## config.mk

```make
export PLATFORM = sky130hd
export DESIGN_NAME = rtl_add_accumulator
export DESIGN_NICKNAME = d
export VERILOG_FILES = /design/src/rtl/rtl_add_accumulator.sv
export SDC_FILE = /design/constraint.sdc
export NUM_CORES = 1
export LEC_CHECK = 0
export BUFFER_PORTS_ARGS = -buffer_cell sky130_fd_sc_hd__buf_2
export CAP_MARGIN = 20
export CORE_MARGIN = 1.5
export CORE_UTILIZATION = 30
export DETAILED_ROUTE_END_ITERATION = 8
export SYNTH_ARGS = -nofsm -noshare
export SYNTH_HDL_FRONTEND = slang
export SYNTH_HIERARCHICAL = 1
export SYNTH_SLANG_ARGS = --single-unit
```

## constraint.sdc

```tcl
create_clock -name clk -period 8.45 [get_ports clk]
set_clock_uncertainty 0.05 [all_clocks]
set_input_delay 1.69 -clock clk [delete_from_list [all_inputs] [get_ports clk]]
set_output_delay 1.69 -clock clk [all_outputs]
set_load 0.005 [all_outputs]
```

## src/rtl/rtl_add_accumulator.sv

```systemverilog
// Operand accumulator feeding a 16-bit ripple-carry adder.
// Groups of operands are summed and presented with a sticky carry/borrow flag.

module rtl_16bits_adder (
  input  logic [15:0] X,
  input  logic [15:0] Y,
  input  logic        cin,
  output logic [15:0] S,
  output logic        C
);

  logic [16:0] carry;

  assign carry[0] = cin;

  // One full-adder cell per bit, carry rippling upward.
  genvar i;
  generate
    for (i = 0; i < 16; i++) begin : g_fa
      assign S[i] = X[i] ^ Y[i] ^ carry[i];
      assign carry[i+1] = (X[i] & Y[i]) |
                          (X[i] & carry[i]) |
                          (Y[i] & carry[i]);
    end
  endgenerate

  assign C = carry[16];

endmodule

module rtl_add_accumulator #(
  parameter int CNT_W = 8
) (
  input  logic             clk,
  input  logic             rst_n,
  input  logic             in_valid,
  output logic             in_ready,
  input  logic [15:0]      in_data,
  input  logic             in_sub,
  input  logic             in_last,
  output logic             out_valid,
  input  logic             out_ready,
  output logic [15:0]      out_sum,
  output logic             out_ovf,
  output logic [CNT_W-1:0] out_count
);

  localparam logic [0:0] ST_ACC  = 1'b0;
  localparam logic [0:0] ST_HOLD = 1'b1;

  localparam logic [CNT_W-1:0] CNT_MAX = '1;
  localparam logic [CNT_W-1:0] CNT_ONE =
    {{(CNT_W-1){1'b0}}, 1'b1};

  logic [0:0]       state_q, state_d;
  logic [15:0]      acc_q, acc_d;
  logic             ovf_q, ovf_d;
  logic [CNT_W-1:0] cnt_q, cnt_d;
  logic [15:0]      sum_q, sum_d;
  logic             oovf_q, oovf_d;
  logic [CNT_W-1:0] ocnt_q, ocnt_d;

  logic [15:0] add_y;
  logic [15:0] add_s;
  logic        add_c;
  logic        add_flag;
  logic        in_fire;
  logic        out_fire;

  // Subtraction is acc + ~data + 1; a missing carry is a borrow.
  assign add_y = in_sub ? ~in_data : in_data;

  rtl_16bits_adder u_adder (
    .X   (acc_q),
    .Y   (add_y),
    .cin (in_sub),
    .S   (add_s),
    .C   (add_c)
  );

  assign add_flag  = in_sub ? ~add_c : add_c;
  assign in_ready  = (state_q == ST_ACC);
  assign out_valid = (state_q == ST_HOLD);
  assign in_fire   = in_valid & in_ready;
  assign out_fire  = out_valid & out_ready;

  assign out_sum   = sum_q;
  assign out_ovf   = oovf_q;
  assign out_count = ocnt_q;

  // Next-state: accumulate on input handshake, clear on output handshake.
  always_comb begin
    state_d = state_q;
    acc_d   = acc_q;
    ovf_d   = ovf_q;
    cnt_d   = cnt_q;
    sum_d   = sum_q;
    oovf_d  = oovf_q;
    ocnt_d  = ocnt_q;
    unique case (1'b1)
      in_fire: begin
        acc_d = add_s;
        ovf_d = ovf_q | add_flag;
        cnt_d = (cnt_q == CNT_MAX) ?
                CNT_MAX : cnt_q + CNT_ONE;
        if (in_last) begin
          state_d = ST_HOLD;
          sum_d   = acc_d;
          oovf_d  = ovf_d;
          ocnt_d  = cnt_d;
        end
      end
      out_fire: begin
        state_d = ST_ACC;
        acc_d   = '0;
        ovf_d   = 1'b0;
        cnt_d   = '0;
      end
      default: ;
    endcase
  end

  // State and result registers.
  always_ff @(posedge clk or negedge rst_n) begin
    if (!rst_n) begin
      state_q <= ST_ACC;
      acc_q   <= '0;
      ovf_q   <= 1'b0;
      cnt_q   <= '0;
      sum_q   <= '0;
      oovf_q  <= 1'b0;
      ocnt_q  <= '0;
    end else begin
      state_q <= state_d;
      acc_q   <= acc_d;
      ovf_q   <= ovf_d;
      cnt_q   <= cnt_d;
      sum_q   <= sum_d;
      oovf_q  <= oovf_d;
      ocnt_q  <= ocnt_d;
    end
  end

endmodule

```

==> flow_summary.ini, run 1 <==
[global_route]
grt_overflow = 0
via_count_of_the_first_global_routing_pass = 2017
grt_pass1_wl_um = 9870
groute.usage.overall_pct = 12.8
largest_net_degree_at_the_start_of_global_routing = 52
number_of_antenna_violations_at_the_first_check_in_global_routing = 0

[cells_and_area]
synthToLayoutAreaGrowth_pct = 14.7
layout-drive-gt1-share_pct = 24.2
multiInputGateArea_um2 = 1300
antenna_cells_inserted = 0
fin_area_um2 = 3130
nets = 331
fillerInstances = 897
layout.area.seq_um2 = 1280

[routing]
wire_per_inst_um = 14.1
met1_length_um = 2620
routed_wl_um = 5670
route.met3.wl_um = 221
antenna_left = 0
route.detailed.drc = 0
drt_pass1_iterations = 4
detailed_router_s_first_iteration_violation_count = 56
routed-wl-met2_um = 2770
routed-via-count = 1903
via_per_inst = 4.75
routed.top_layer = met4

[clock_tree]
htreeDepth = 2
postCtsResizedCells = 0
clk_path_buf_depth = 2
cts.reportedPaths.clkPinSlew_ns = 0.09
cts_post_setup_buffers_inserted = 0
tritoncts = yes
clock_tree.root_cell = clkbuf_8
tritoncts.num_buffers = 5
cts-hold-fix-buffers = 0
cts_sinks = 51
clock_latency_of_the_later_clocked_register_in_the_worst_skew_pair_ns = 0.30

[setup_path]
criticalPathCategory = in2reg
crit_path_frequent_cell = fa_1
crit_fanout = 2
worst_path_max_delay_cell = fa_1
r2r_cells = 23
crit_path_max_incr_delay_ns = 0.40
startpoint_kind_of_the_worst_setup_timing_path = input port
cp_data_arrival_time_ns = 8.32
cp-end-kind = flop
critPathRequiredTime_ns = 8.60

[yosys]
synth.cell_area_um2 = 2730
ys.flop_type = dfrtp_1
net_count_of_the_mapped_netlist = 288
synth_common_cells = nand2_1, dfrtp_1, a22o_1, xor2_1, fa_1
synthMostInstantiatedCell = nand2_1
yosys_warnings = 6
synth.largest_area_cell = dfrtp_1
synth_cells = 249
count_of_flip_flops_with_a_built_in_enable_after_synthesis = 0
top_post_synthesis_cells_by_area = dfrtp_1, fa_1, nand2_1
syn-mean-instance-area_um2 = 11.0
synth_seq_cells = 51
post_synth_num_cell_types = 38
fraction_of_post_synthesis_cell_area_in_the_top_cell_type_by_area_pct = 46.7
fraction_of_registers_with_async_set_or_reset_after_synthesis_pct = 100
yosysSeqAreaShare_pct = 46.7

[min_path]
holdPathStages = 2
timing.hold.worst.class = reg2reg

[sta]
timing.slew.headroom_pct = 34.7
timing.final.setup_violations = 0
post-route-period-util_pct = 96.7
fin_tns_setup_ns = 0
hold_viol = 0
worst_slew_pin_slew_ns = 0.980
final_period_minus_worst_setup_slack_ns = 8.17
rsz_0062_raised_after_global_routing = false
achievable-frequency_ghz = 0.122
final_max_slew_viol_count = 0

[floorplan]
placement_rows = 34
starting_density_pct = 31.2
core-area_um2 = 8760
die-width_um = 98.4
boundaryPins = 49
fp.dieArea_um2 = 9680
floorplan.die.height_um = 98.4

[placement]
dpl.hpwl_um = 3900
postPlaceCellArea_um2 = 3030
placer_congestion_estimate = 0.777
place.port_buffers = 48

[power]
vdd_ir_drop_max_mv = 0.0832
total_leakage_power_nw = 1.55
power_per_cell_area_nw_per_um2 = 287

[job]
max-cap-violations = 0

[status]
result_of_the_run = finished clean
## flip-flops by register name (all words and copies together), names as in the netlist
name       count
acc_q         16
out_sum       16
cnt_q          8
out_count      8
out_ovf        1
out_valid      1
ovf_q          1
## worst max-delay path, delay by kind of cell
kind	cells	cell delay (ns)
AOI/OAI and AO/OA	1	0.15
xor gates and xnor gates	2	0.30
adders and majority gates	16	5.75
buffers and inverters	5	0.36
and+or+nand+nor	1	0.07
## area by class of cell
type	instances	share of cell area (%)
multi-input cells	170	41.5
flip-flops and latches	51	40.8
repair buffers	53	8.87
well taps	108	4.32
clock buffers	8	3.20
inverters	11	1.32
## report_power, final
part / leakage, nW / total [mW] / internal [mW] / switching [mW]
Sequential: 0.643 / 0.404 / 0.335 / 0.0682
Clock: 0.0515 / 0.155 / 0.0749 / 0.0799
Combinational: 0.859 / 0.339 / 0.171 / 0.168
## placed cells by master (no fill, tap or decap), drive strengths merged, types with 7 or more instances in the layout
cell type,netlist,final
a21oi,7,7
a22o,17,17
buf,17,53
clkbuf,0,8
dfrtp,51,51
fa,16,16
inv,11,11
nand2,58,58
xor2,17,17
## metal layers
metal | vias to the layer above | track usage, %
met5 | - | 0
met4 | 0 | 3.90
met3 | 4 | 3.51
met2 | 31 | 21.0
met1 | 940 | 16.6
li1 | 928 | -
## path summary, 6_finish.rpt
kind                            start  slack, ns         end
setup / recovery               in_sub       0.28     out_ovf
hold / removal             out_sum[9]       0.43  out_sum[9]
setup reg to reg             acc_q[0]       1.52     out_ovf
hold reg to reg            out_sum[9]       0.43  out_sum[9]
max in group asynchronous       rst_n       6.46   out_valid
min in group asynchronous       rst_n       1.44    cnt_q[4]
## cell families after synthesis
family                     synth area share [%]
xor gates and xnor gates                   6.10
adders and majority gates                  12.2
buffers and inverters                      5.82
muxes                                     0.733
and+or+nand+nor                            15.6
DFF                                        46.7
AOI/OAI and AO/OA                          12.8
## per-stage QoR
| step | util [%] | worst slack [ns] | hold slack [ns] | cells | total power, mW |
|---|---|---|---|---|---|
| detailed placement | 34.6 | -0.0671 | 0.408 | 393 | 0.754 |
| floorplan | - | 0.126 | 0.413 | 249 | 0.633 |
| finish | 35.7 | 0.281 | 0.427 | 401 | 0.897 |
| global route | 35.7 | 0.0260 | 0.449 | 401 | 0.988 |
| global placement | 34.6 | -0.0203 | 0.409 | 393 | 0.744 |
| CTS | 35.7 | 0.254 | 0.435 | 401 | 0.914 |
Power figures use the tool's default switching activity.
==> run 2, diff against run 1 <==
--- a/config.mk
+++ b/config.mk
@@ -10,6 +10,7 @@
 export CORE_MARGIN = 1.5
 export CORE_UTILIZATION = 30
 export DETAILED_ROUTE_END_ITERATION = 8
+export PLACE_DENSITY = 0.47
 export SYNTH_ARGS = -nofsm -noshare
 export SYNTH_HDL_FRONTEND = slang
 export SYNTH_HIERARCHICAL = 1
==> flow_summary.ini, run 2 (synthesized netlist as in run 1, its figures left out) <==
[setup_path]
cp-end-kind = flop
crit-reg2reg-launch = acc_q[0]
r2r_cells = 22
cp_data_arrival_time_ns = 8.33
r2r_end = out_sum[15]
startpoint_kind_of_the_worst_setup_timing_path = input port
crit_path_max_incr_delay_ns = 0.41
criticalPathCategory = in2reg
cp_cell_sequence = buf_2 -> xor2_1 -> inv_1 -> fa_1 -> inv_1 -> fa_1 -> fa_1 -> fa_1 -> fa_1 -> fa_1 -> fa_1 -> fa_2 -> fa_1 -> fa_2 -> fa_1 -> fa_1 -> fa_2 -> fa_1 -> fa_1 -> inv_1 -> fa_1 -> inv_1 -> nand2_1 -> nand2_1
crit_path_frequent_cell = fa_1
timing.critical_path.from = in_sub
cp.buffers_inverters = 5
crit_fanout = 2
critPathTopFamily = adder cells
worst_path_max_delay_cell = fa_1
critPathRequiredTime_ns = 8.64
r2r_setup_slack_ns = 1.57

[placement]
placer_congestion_estimate = 0.737
postPlaceCellArea_um2 = 3030
dpl.hpwl_um = 3920
dp_cells = 393
place.port_buffers = 48

[sta]
post-route-period-util_pct = 96.4
worst_slew_pin_slew_ns = 1.04
timing.slew.headroom_pct = 30.8
hold_viol = 0
final_max_slew_viol_count = 0
final_period_minus_worst_setup_slack_ns = 8.15
rsz_0062_raised_after_global_routing = false
achievable-frequency_ghz = 0.123
timing.final.setup_violations = 0
fin_tns_setup_ns = 0

[min_path]
holdPathStages = 2
holdPathEnd = out_sum[15]
hold_path_startpoint = out_sum[15]
timing.hold.worst.class = reg2reg

[routing]
detailed_router_s_first_iteration_violation_count = 70
routed-via-count = 1891
routed_wl_um = 5950
via_per_inst = 4.72
drt_pass1_iterations = 4
antenna_left = 0
route.detailed.drc = 0
wire_per_inst_um = 14.8

[job]
max-cap-violations = 0

[status]
result_of_the_run = finished clean

[clock_tree]
clk_path_buf_depth = 2
clock_latency_of_the_later_clocked_register_in_the_worst_skew_pair_ns = 0.30
tritoncts = yes
cts-hold-fix-buffers = 0
htreeDepth = 2
cts_sinks = 51
cts_post_setup_buffers_inserted = 0
cts.reportedPaths.clkPinSlew_ns = 0.09
tritoncts.num_buffers = 5
clock_tree.root_cell = clkbuf_8

[cells_and_area]
most_common_cell_after_layout_fill_and_taps_aside = nand2_1
antenna_cells_inserted = 0
nets = 331
layoutNonFillerInstCount = 401
synthToLayoutAreaGrowth_pct = 14.3
fin_area_um2 = 3120
layout-drive-gt1-share_pct = 24.9
final_cell_mix = nand2_1, dfrtp_1, buf_2, xor2_1, a22o_1

[power]
power_per_cell_area_nw_per_um2 = 285
power_after_layout_mw = 0.890
total_leakage_power_nw = 1.54
vdd_ir_drop_max_mv = 0.110

[floorplan]
boundaryPins = 49
starting_density_pct = 31.2
core-area_um2 = 8760
placement_rows = 34
die-width_um = 98.4
floorplan.die.height_um = 98.4
fp.dieArea_um2 = 9680

[global_route]
grt_pass1_wl_um = 10100
number_of_antenna_violations_at_the_first_check_in_global_routing = 0
via_count_of_the_first_global_routing_pass = 1967
largest_net_degree_at_the_start_of_global_routing = 52
grt_overflow = 0
groute.usage.overall_pct = 13.0
run 2: worst register-to-register path: cells and delay by family, from the launching register on:
kind	cells	cell delay [ns]
fa+ha+maj	16	5.97
flops	1	0.38
buf+inv	4	0.29
simple gates	2	0.13
run 2: worst max-delay path by stage:
stage                              to  slack [ns]  cells past startpoint
after floorplan             acc_q[15]        0.13                     23
after detailed placement      out_ovf       -0.13                     25
final                     out_sum[15]        0.30                     24
after global placement        out_ovf       -0.08                     25
after global routing      out_sum[15]        0.05                     24
after CTS                     out_ovf        0.15                     25
run 2: layout make-up:
| type | instances | area (µm²) |
|---|---|---|
| Clock buffer | 6 | 72.6 |
| Clock inverter | 2 | 12.5 |
| Fill cell | 911 | 5640 |
| Inverter | 11 | 41.3 |
| Multi-Input combinational cell | 170 | 1310 |
| Sequential cell | 51 | 1280 |
| Tap cell | 108 | 135 |
| Timing Repair Buffer | 53 | 278 |
run 2: per-layer routing:
metal	track usage [%]	wire, µm
met1	18.8	2980
met2	19.9	2700
met3	3.22	225
met4	2.60	48
met5	0	0
run 2: power by group:
part | switching, mW | leakage [nW] | internal (mW)
registers | 0.0679 | 0.643 | 0.335
logic | 0.172 | 0.856 | 0.173
clock network | 0.0836 | 0.0412 | 0.0582
total | 0.323 | 1.54 | 0.567
run 2: through the flow:
| step | setup slack (ns) | util, % | hold WS (ns) |
|---|---|---|---|
| after floorplan | 0.126 | - | 0.413 |
| after global placement | -0.0813 | 34.6 | 0.407 |
| after detailed placement | -0.126 | 34.6 | 0.407 |
| after CTS | 0.153 | 35.5 | 0.430 |
| after global routing | 0.0546 | 35.6 | 0.454 |
| final | 0.305 | 35.6 | 0.423 |
run 2: timing repair:
item / in CTS / in global routing
endpoints found under the hold margin: 0 / 0
gates resized for setup: 0 / 4
endpoints found under the setup margin: 0 / 4
